[src/rtl/vend_pkg.sv]
// Shared definitions for the vending sequencer: state encoding, key bit positions, coin values.
package vend_pkg;

  localparam logic [1:0] StIdle     = 2'd0;
  localparam logic [1:0] StCollect  = 2'd1;
  localparam logic [1:0] StDispense = 2'd2;
  localparam logic [1:0] StRefund   = 2'd3;

  localparam int unsigned KEY_C05 = 0;
  localparam int unsigned KEY_C10 = 1;
  localparam int unsigned KEY_CAN = 2;
  localparam int unsigned KEY_BUY = 3;

  localparam logic [7:0] COIN_C05 = 8'd5;
  localparam logic [7:0] COIN_C10 = 8'd10;

  // Coin value of a key word already known to carry a coin; the 1-yuan key wins.
  function automatic logic [7:0] coin_value(input logic [3:0] key);
    return key[KEY_C10] ? COIN_C10 : COIN_C05;
  endfunction

endpackage

[src/rtl/vend_seq_ctrl_if.sv]
// Key inputs and user-facing outputs of the vending sequencer.
interface vend_seq_ctrl_if;
  logic [3:0]  flag_key;
  logic [23:0] rNum;
  logic        dispense;
  logic        coin_ret;
  logic        deny;
  logic        busy;

  modport master (output flag_key, input rNum, dispense, coin_ret, deny, busy);
  modport slave  (input flag_key, output rNum, dispense, coin_ret, deny, busy);
endinterface

[src/rtl/vend_bin2bcd.sv]
// Combinational 8-bit binary to three-digit BCD (shift-and-add-3).
module vend_bin2bcd (
  input  logic [7:0]  bin_i,
  output logic [11:0] bcd_o
);

  logic [19:0] sh;

  always_comb begin
    sh = {12'd0, bin_i};
    for (int i = 0; i < 8; i++) begin
      if (sh[11:8] >= 4'd5)  sh[11:8]  = sh[11:8] + 4'd3;
      if (sh[15:12] >= 4'd5) sh[15:12] = sh[15:12] + 4'd3;
      if (sh[19:16] >= 4'd5) sh[19:16] = sh[19:16] + 4'd3;
      sh = sh << 1;
    end
    bcd_o = sh[19:8];
  end

endmodule

[src/rtl/vend_seq_ctrl.sv]
// Vending sequencer: coin credit, purchase/dispense timing, paced change return, BCD display.
module vend_seq_ctrl
  import vend_pkg::*;
#(
  parameter int unsigned PRICE      = 25,
  parameter int unsigned CREDIT_MAX = 200,
  parameter int unsigned DISP_CYC   = 50000000,
  parameter int unsigned RET_GAP    = 25000000
) (
  input logic            sclk,
  input logic            rst,
  vend_seq_ctrl_if.slave bus
);

  localparam logic [7:0]  Price     = 8'(PRICE);
  localparam logic [8:0]  CreditMax = 9'(CREDIT_MAX);
  localparam logic [31:0] DispLast  = 32'(DISP_CYC - 1);
  localparam logic [31:0] RetLast   = 32'(RET_GAP - 1);

  logic [1:0]  state_q, state_d;
  logic [7:0]  credit_q, credit_d;
  logic [6:0]  sold_q, sold_d;
  logic [31:0] timer_q, timer_d;
  logic        deny_q, deny_d;
  logic [23:0] rnum_q, rnum_d;

  logic [8:0]  coin_sum;
  logic [11:0] credit_bcd, sold_bcd;
  logic        key_can, key_buy, key_coin, ret_pulse;

  assign key_can   = bus.flag_key[KEY_CAN];
  assign key_buy   = bus.flag_key[KEY_BUY];
  assign key_coin  = bus.flag_key[KEY_C10] | bus.flag_key[KEY_C05];
  assign coin_sum  = {1'b0, credit_q} + {1'b0, coin_value(bus.flag_key)};
  // Timer restarts at zero on REFUND entry, so the first cycle pulses immediately.
  assign ret_pulse = (state_q == StRefund) && (timer_q == 32'd0);

  always_comb begin
    state_d  = state_q;
    credit_d = credit_q;
    sold_d   = sold_q;
    timer_d  = timer_q;
    deny_d   = 1'b0;
    case (state_q)
      StIdle, StCollect: begin
        if (key_can) begin
          if (state_q == StCollect) begin
            state_d = StRefund;
            timer_d = '0;
          end
        end else if (key_buy) begin
          if (credit_q >= Price) begin
            credit_d = credit_q - Price;
            sold_d   = (sold_q == 7'd99) ? 7'd0 : sold_q + 7'd1;
            state_d  = StDispense;
            timer_d  = '0;
          end else begin
            deny_d = 1'b1;
          end
        end else if (key_coin) begin
          if (coin_sum > CreditMax) begin
            deny_d = 1'b1;
          end else begin
            credit_d = coin_sum[7:0];
            state_d  = StCollect;
          end
        end
      end
      StDispense: begin
        deny_d = |bus.flag_key;
        if (timer_q == DispLast) begin
          timer_d = '0;
          state_d = (credit_q != 8'd0) ? StCollect : StIdle;
        end else begin
          timer_d = timer_q + 32'd1;
        end
      end
      StRefund: begin
        deny_d  = |bus.flag_key;
        timer_d = (timer_q == RetLast) ? 32'd0 : timer_q + 32'd1;
        if (ret_pulse) begin
          credit_d = credit_q - COIN_C05;
          if (credit_q == COIN_C05) begin
            state_d = StIdle;
            timer_d = '0;
          end
        end
      end
      default: state_d = StIdle;
    endcase
  end

  vend_bin2bcd u_credit_bcd (
    .bin_i (credit_q),
    .bcd_o (credit_bcd)
  );

  vend_bin2bcd u_sold_bcd (
    .bin_i ({1'b0, sold_q}),
    .bcd_o (sold_bcd)
  );

  assign rnum_d = {sold_bcd[7:0], credit_bcd, 4'h0};

  always_ff @(posedge sclk) begin
    if (rst) begin
      state_q  <= StIdle;
      credit_q <= '0;
      sold_q   <= '0;
      timer_q  <= '0;
      deny_q   <= 1'b0;
      rnum_q   <= '0;
    end else begin
      state_q  <= state_d;
      credit_q <= credit_d;
      sold_q   <= sold_d;
      timer_q  <= timer_d;
      deny_q   <= deny_d;
      rnum_q   <= rnum_d;
    end
  end

  assign bus.rNum     = rnum_q;
  assign bus.dispense = (state_q == StDispense);
  assign bus.busy     = (state_q == StDispense) || (state_q == StRefund);
  assign bus.coin_ret = ret_pulse;
  assign bus.deny     = deny_q;

endmodule

[src/flat_wrapper.sv]
// flat-port wrapper written by rule: the top's interface ports become plain ports
module vend_seq_ctrl_flat import vend_pkg::*;
#(
  parameter int unsigned PRICE      = 25,
  parameter int unsigned CREDIT_MAX = 200,
  parameter int unsigned DISP_CYC   = 50000000,
  parameter int unsigned RET_GAP    = 25000000
)
  (sclk, rst, bus_flag_key, bus_rNum, bus_dispense, bus_coin_ret, bus_deny, bus_busy);
  vend_seq_ctrl_if bus_i ();
  input logic sclk;
  input logic rst;
  input wire logic [$bits(bus_i.flag_key)-1:0] bus_flag_key;
  output wire logic [$bits(bus_i.rNum)-1:0] bus_rNum;
  output wire logic [$bits(bus_i.dispense)-1:0] bus_dispense;
  output wire logic [$bits(bus_i.coin_ret)-1:0] bus_coin_ret;
  output wire logic [$bits(bus_i.deny)-1:0] bus_deny;
  output wire logic [$bits(bus_i.busy)-1:0] bus_busy;
  assign bus_i.flag_key = bus_flag_key;
  assign bus_rNum = bus_i.rNum;
  assign bus_dispense = bus_i.dispense;
  assign bus_coin_ret = bus_i.coin_ret;
  assign bus_deny = bus_i.deny;
  assign bus_busy = bus_i.busy;
  vend_seq_ctrl #(.PRICE(PRICE), .CREDIT_MAX(CREDIT_MAX), .DISP_CYC(DISP_CYC), .RET_GAP(RET_GAP)) u_core (.sclk(sclk), .rst(rst), .bus(bus_i));
endmodule
[config.mk]
export PLATFORM = sky130hd
export DESIGN_NAME = vend_seq_ctrl_flat
export DESIGN_NICKNAME = d
export VERILOG_FILES = /design/src/rtl/vend_pkg.sv /design/src/rtl/vend_seq_ctrl_if.sv /design/src/rtl/vend_bin2bcd.sv /design/src/rtl/vend_seq_ctrl.sv /design/src/flat_wrapper.sv
export SDC_FILE = /design/constraint.sdc
export NUM_CORES = 1
export LEC_CHECK = 0
export ABC_CLOCK_PERIOD_IN_PS = 5700
export CAP_MARGIN = 10
export CORE_ASPECT_RATIO = 0.75
export CORE_MARGIN = 5
export CORE_UTILIZATION = 60
export CTS_CLUSTER_DIAMETER = 150
export DETAILED_ROUTE_END_ITERATION = 6
export PLACE_DENSITY = 0.81
export SETUP_SLACK_MARGIN = 0.15
export SLEW_MARGIN = 25
export SYNTH_ARGS = -nofsm -noshare
export SYNTH_HDL_FRONTEND = slang
export SYNTH_SLANG_ARGS = --single-unit
[constraint.sdc]
create_clock -name sclk -period 5.7 [get_ports sclk]
set_clock_uncertainty 0.05 [all_clocks]
set_input_delay 1.14 -clock sclk [delete_from_list [all_inputs] [get_ports sclk]]
set_output_delay 1.14 -clock sclk [all_outputs]
set_load 0.02 [all_outputs]
==> run summary <==
reg2reg setup slack - 600 ps
ys async rst share - 0%
Final period util - 89.43%
Clock power frac - 23.6%
Top Ports - 34
Setup Buffers After CTS - 0
Util after Layout - 68.44%
most frequent cells in the layout - nor2_1, dfxtp_1, nand2_1
HP Start - u_core.timer_q[31]$_SDFFE_PP0P_
Hold Path Sink - u_core.timer_q[31]$_SDFFE_PP0P_
slowest stage delay, CP - 440 ps
routed len/inst - 15.88 um
hold-critical path depth - 2
DRT Wirelength - 12,150 um
leakage power - 2.044 nW
Initial Util - 62.17%
commonest non-fill, non-tap cell in the layout - nor2_1
WP data arrival - 5350 ps
Pre-Repair DR Iteration Count - 5
Die ar. - 10,220 um2
Yosys top cell by area - dfxtp_1
CP Max Fanout - 9
core area - 7988 um2
nets@finish - 698
largest net degree at the start of global routing - 31
Switching Fraction - 41.05%
Inst Count DP - 750
Register Area - 1363 um2
net switching power figure - 0.6969 mW
Ys Warns - 0
GRT overflow - 0
RR Startpoint - u_core.credit_q[6]$_SDFFE_PP0P_
CP delay by family, top - simple AND/OR/NAND/NOR gates
vias in the first global route - 4,392
Worst Path Required - 5950 ps
Pwr per Cell Area - 310.6 nW/um2
startpoint types - flip-flop
largest cells by area after synthesis - dfxtp_1, ha_1, nor2_1
synthesis-stage register bit count - 68
GPL Wtd Cong - 0.9328
clock buffer depth - 2
sequential fraction of the synthesis area - 27.41%
Hold Crit Class - flip-flop to flip-flop
Comb power frac - 43.5%
Die Width - 115.1 um
Flop pwr share - 32.9%
crit path kind - flip-flop to flip-flop
Num CTS Buffers - 9
die height - 88.79 um
HPWL Detailed - 9027 um
count of final hold-check violations - 0
post-synth top area share - 27.41%
TNS Setup - 0 ps
Setup crit end kind - flip-flop
RSZ-0062 raised after global routing - false
synth-to-layout area growth - 10.08%
DP Area - 5250 um2
Reg clk slew, reported paths - 80 ps
Post-synth EDFFs - 0
GR Util met1 - 34.43%
Initial DRC Count - 383
capturing point of the worst reg2reg path - u_core.bus.rNum[12]$_SDFF_PP0_
fmax - 0.1962 GHz
Routed Antenna Nets - 0
slowest stage cell, crit path - dfxtp_2
Non-Filler Instances - 765
Period minus WS final - 5098 ps
Slew HR - 37.61%
Max-Cap Viols - 0
H-tree depth - 3
input/output buffers - 27
Final setup viols - 0
R2R depth - 23
status - finished clean
# DRC - 0
grt met2 use - 38.66%
Worst VDD drop - 0.3234 mV
Worst Tran Pin Value - 933.5 ps
initial antenna violation count - 0
gr usage total - 24.66%
Diodes inserted - 0
vias per cell - 6.178
Power, Total - 1.698 mW
Most Frequent Cell on Critical Path - ha_1
Mapped Cells - 644
ratio of cells with drive above 1 in the final layout - 7.121%
post-route cell area - 5466 um2
CP Buf/Inv Count - 3
area of the multi-input gates - 3381 um2
via count - 4,726
first-pass GRT wire length - 20,540 um
critical path, cell by cell - inv_1 -> ha_1 -> inv_1 -> ha_2 -> a21oi_1 -> xnor2_2 -> inv_1 -> ha_1 -> nor2b_1 -> a211oi_2 -> o2111ai_2 -> ha_1 -> nand2b_1 -> nand3_1 -> o21ai_0 -> nand2b_1 -> ha_1 -> a21oi_2 -> a21oi_1 -> mux2i_1 -> nand2_1 -> or4_1 -> nand3_1
Sink Count - 68
Rows - 28
max-slew violations - 0
CTS Root Cell - clkbuf_8
post-cts hold buffer count - 0
M3 GR Usage - 5.126%
GRT busiest layer - met2
TritonCTS clock tree - built
mapped cell area - 4966 um2
Internal - 1.001 mW
Synth Flop Type - dfxtp_1
synth unique cells - 72
Avg Inst Size Synth - 7.711 um2
Skew-Pair Late Insertion Delay - 360 ps
fillcell total - 692
state kept, by name, indices dropped and copies added (netlist names):
register / cells
u_core.timer_q: 32
u_core.sold_q: 7
u_core.state_q: 2
u_core.bus.deny: 1
u_core.bus.rNum: 18
u_core.credit_q: 8
area by class of cell:
cell class | instances | area share (%)
repair buffers | 30 | 5.356
clock buffers | 9 | 2.266
well taps | 105 | 2.403
clock inverters | 6 | 1.213
inverters | 29 | 1.991
multi-input cells | 518 | 61.84
flip-flops and latches | 68 | 24.93
per-stage QoR:
stage          worst slack [ps]  hold WS (ps)
6_report                  602.3         457.0
5_1_grt                   184.9         484.9
4_1_cts                   258.9         451.8
3_5_place_dp              134.3         437.3
3_3_place_gp              549.2         427.2
2_1_floorplan             820.3         407.8
power by group through the flow:
stage | clock network [mW] | logic [mW] | registers, mW
after floorplan | 0 | 0.561 | 0.562
after global placement | 0 | 0.696 | 0.566
after detailed placement | 0 | 0.720 | 0.567
after CTS | 0.405 | 0.726 | 0.557
after global routing | 0.426 | 0.816 | 0.565
final | 0.400 | 0.738 | 0.559
timing repair:
action                                  CTS  global route
endpoints found under the setup margin    2             6
pin swaps                                 0             0
resized for setup                         1             4
logic make-up (layout without fill, tap and decap cells):
logic type,count (synthesis),count (layout),synth area share [%]
buffers and inverters,63,74,5.391
AO/OA/AOI/OAI,141,141,19.33
other,1,6,0.07551
multiplexers,15,15,3.124
XOR/XNOR,41,41,7.231
flip-flops,68,68,27.41
adder cells (fa/ha/maj),36,36,9.221
AND/OR/NAND/NOR,279,279,28.22
synth_stat cells, types with 11 or more instances:
| cell | count |
|---|---|
| nor2_1 | 92 |
| dfxtp_1 | 68 |
| nand2_1 | 43 |
| a21oi_1 | 37 |
| ha_1 | 35 |
| nand3_1 | 29 |
| o21ai_0 | 29 |
| clkbuf_1 | 26 |
| inv_1 | 26 |
| xnor2_1 | 24 |
| nor3_1 | 20 |
| xor2_1 | 17 |
| nand4_1 | 15 |
| or3_1 | 12 |
| mux2i_1 | 11 |
| nand2b_1 | 11 |
worst max path at each step:
stage                                          from                             end  slack [ps]  depth (start not counted)
floorplan           u_core.credit_q[5]$_SDFFE_PP0P_  u_core.bus.rNum[10]$_SDFF_PP0_         820                         24
global placement    u_core.credit_q[6]$_SDFFE_PP0P_  u_core.bus.rNum[10]$_SDFF_PP0_         550                         23
detailed placement  u_core.credit_q[6]$_SDFFE_PP0P_  u_core.bus.rNum[12]$_SDFF_PP0_         130                         23
CTS                 u_core.credit_q[6]$_SDFFE_PP0P_  u_core.bus.rNum[12]$_SDFF_PP0_         260                         23
global route        u_core.credit_q[6]$_SDFFE_PP0P_  u_core.bus.rNum[12]$_SDFF_PP0_         180                         23
finish              u_core.credit_q[6]$_SDFFE_PP0P_  u_core.bus.rNum[12]$_SDFF_PP0_         600                         23
worst min-delay path, delay by kind of cell, from the launching register on:
family         cells  cell delay [ps]
flip-flops         1              330
AO/OA/AOI/OAI      2              130
per-layer routing:
metal	vias up	routed length (um)
li1	2332	-
met2	152	5391
met1	2230	5791
met5	-	0
met4	0	120
met3	12	841
Note: power is estimated with default switching activity, not from simulation.
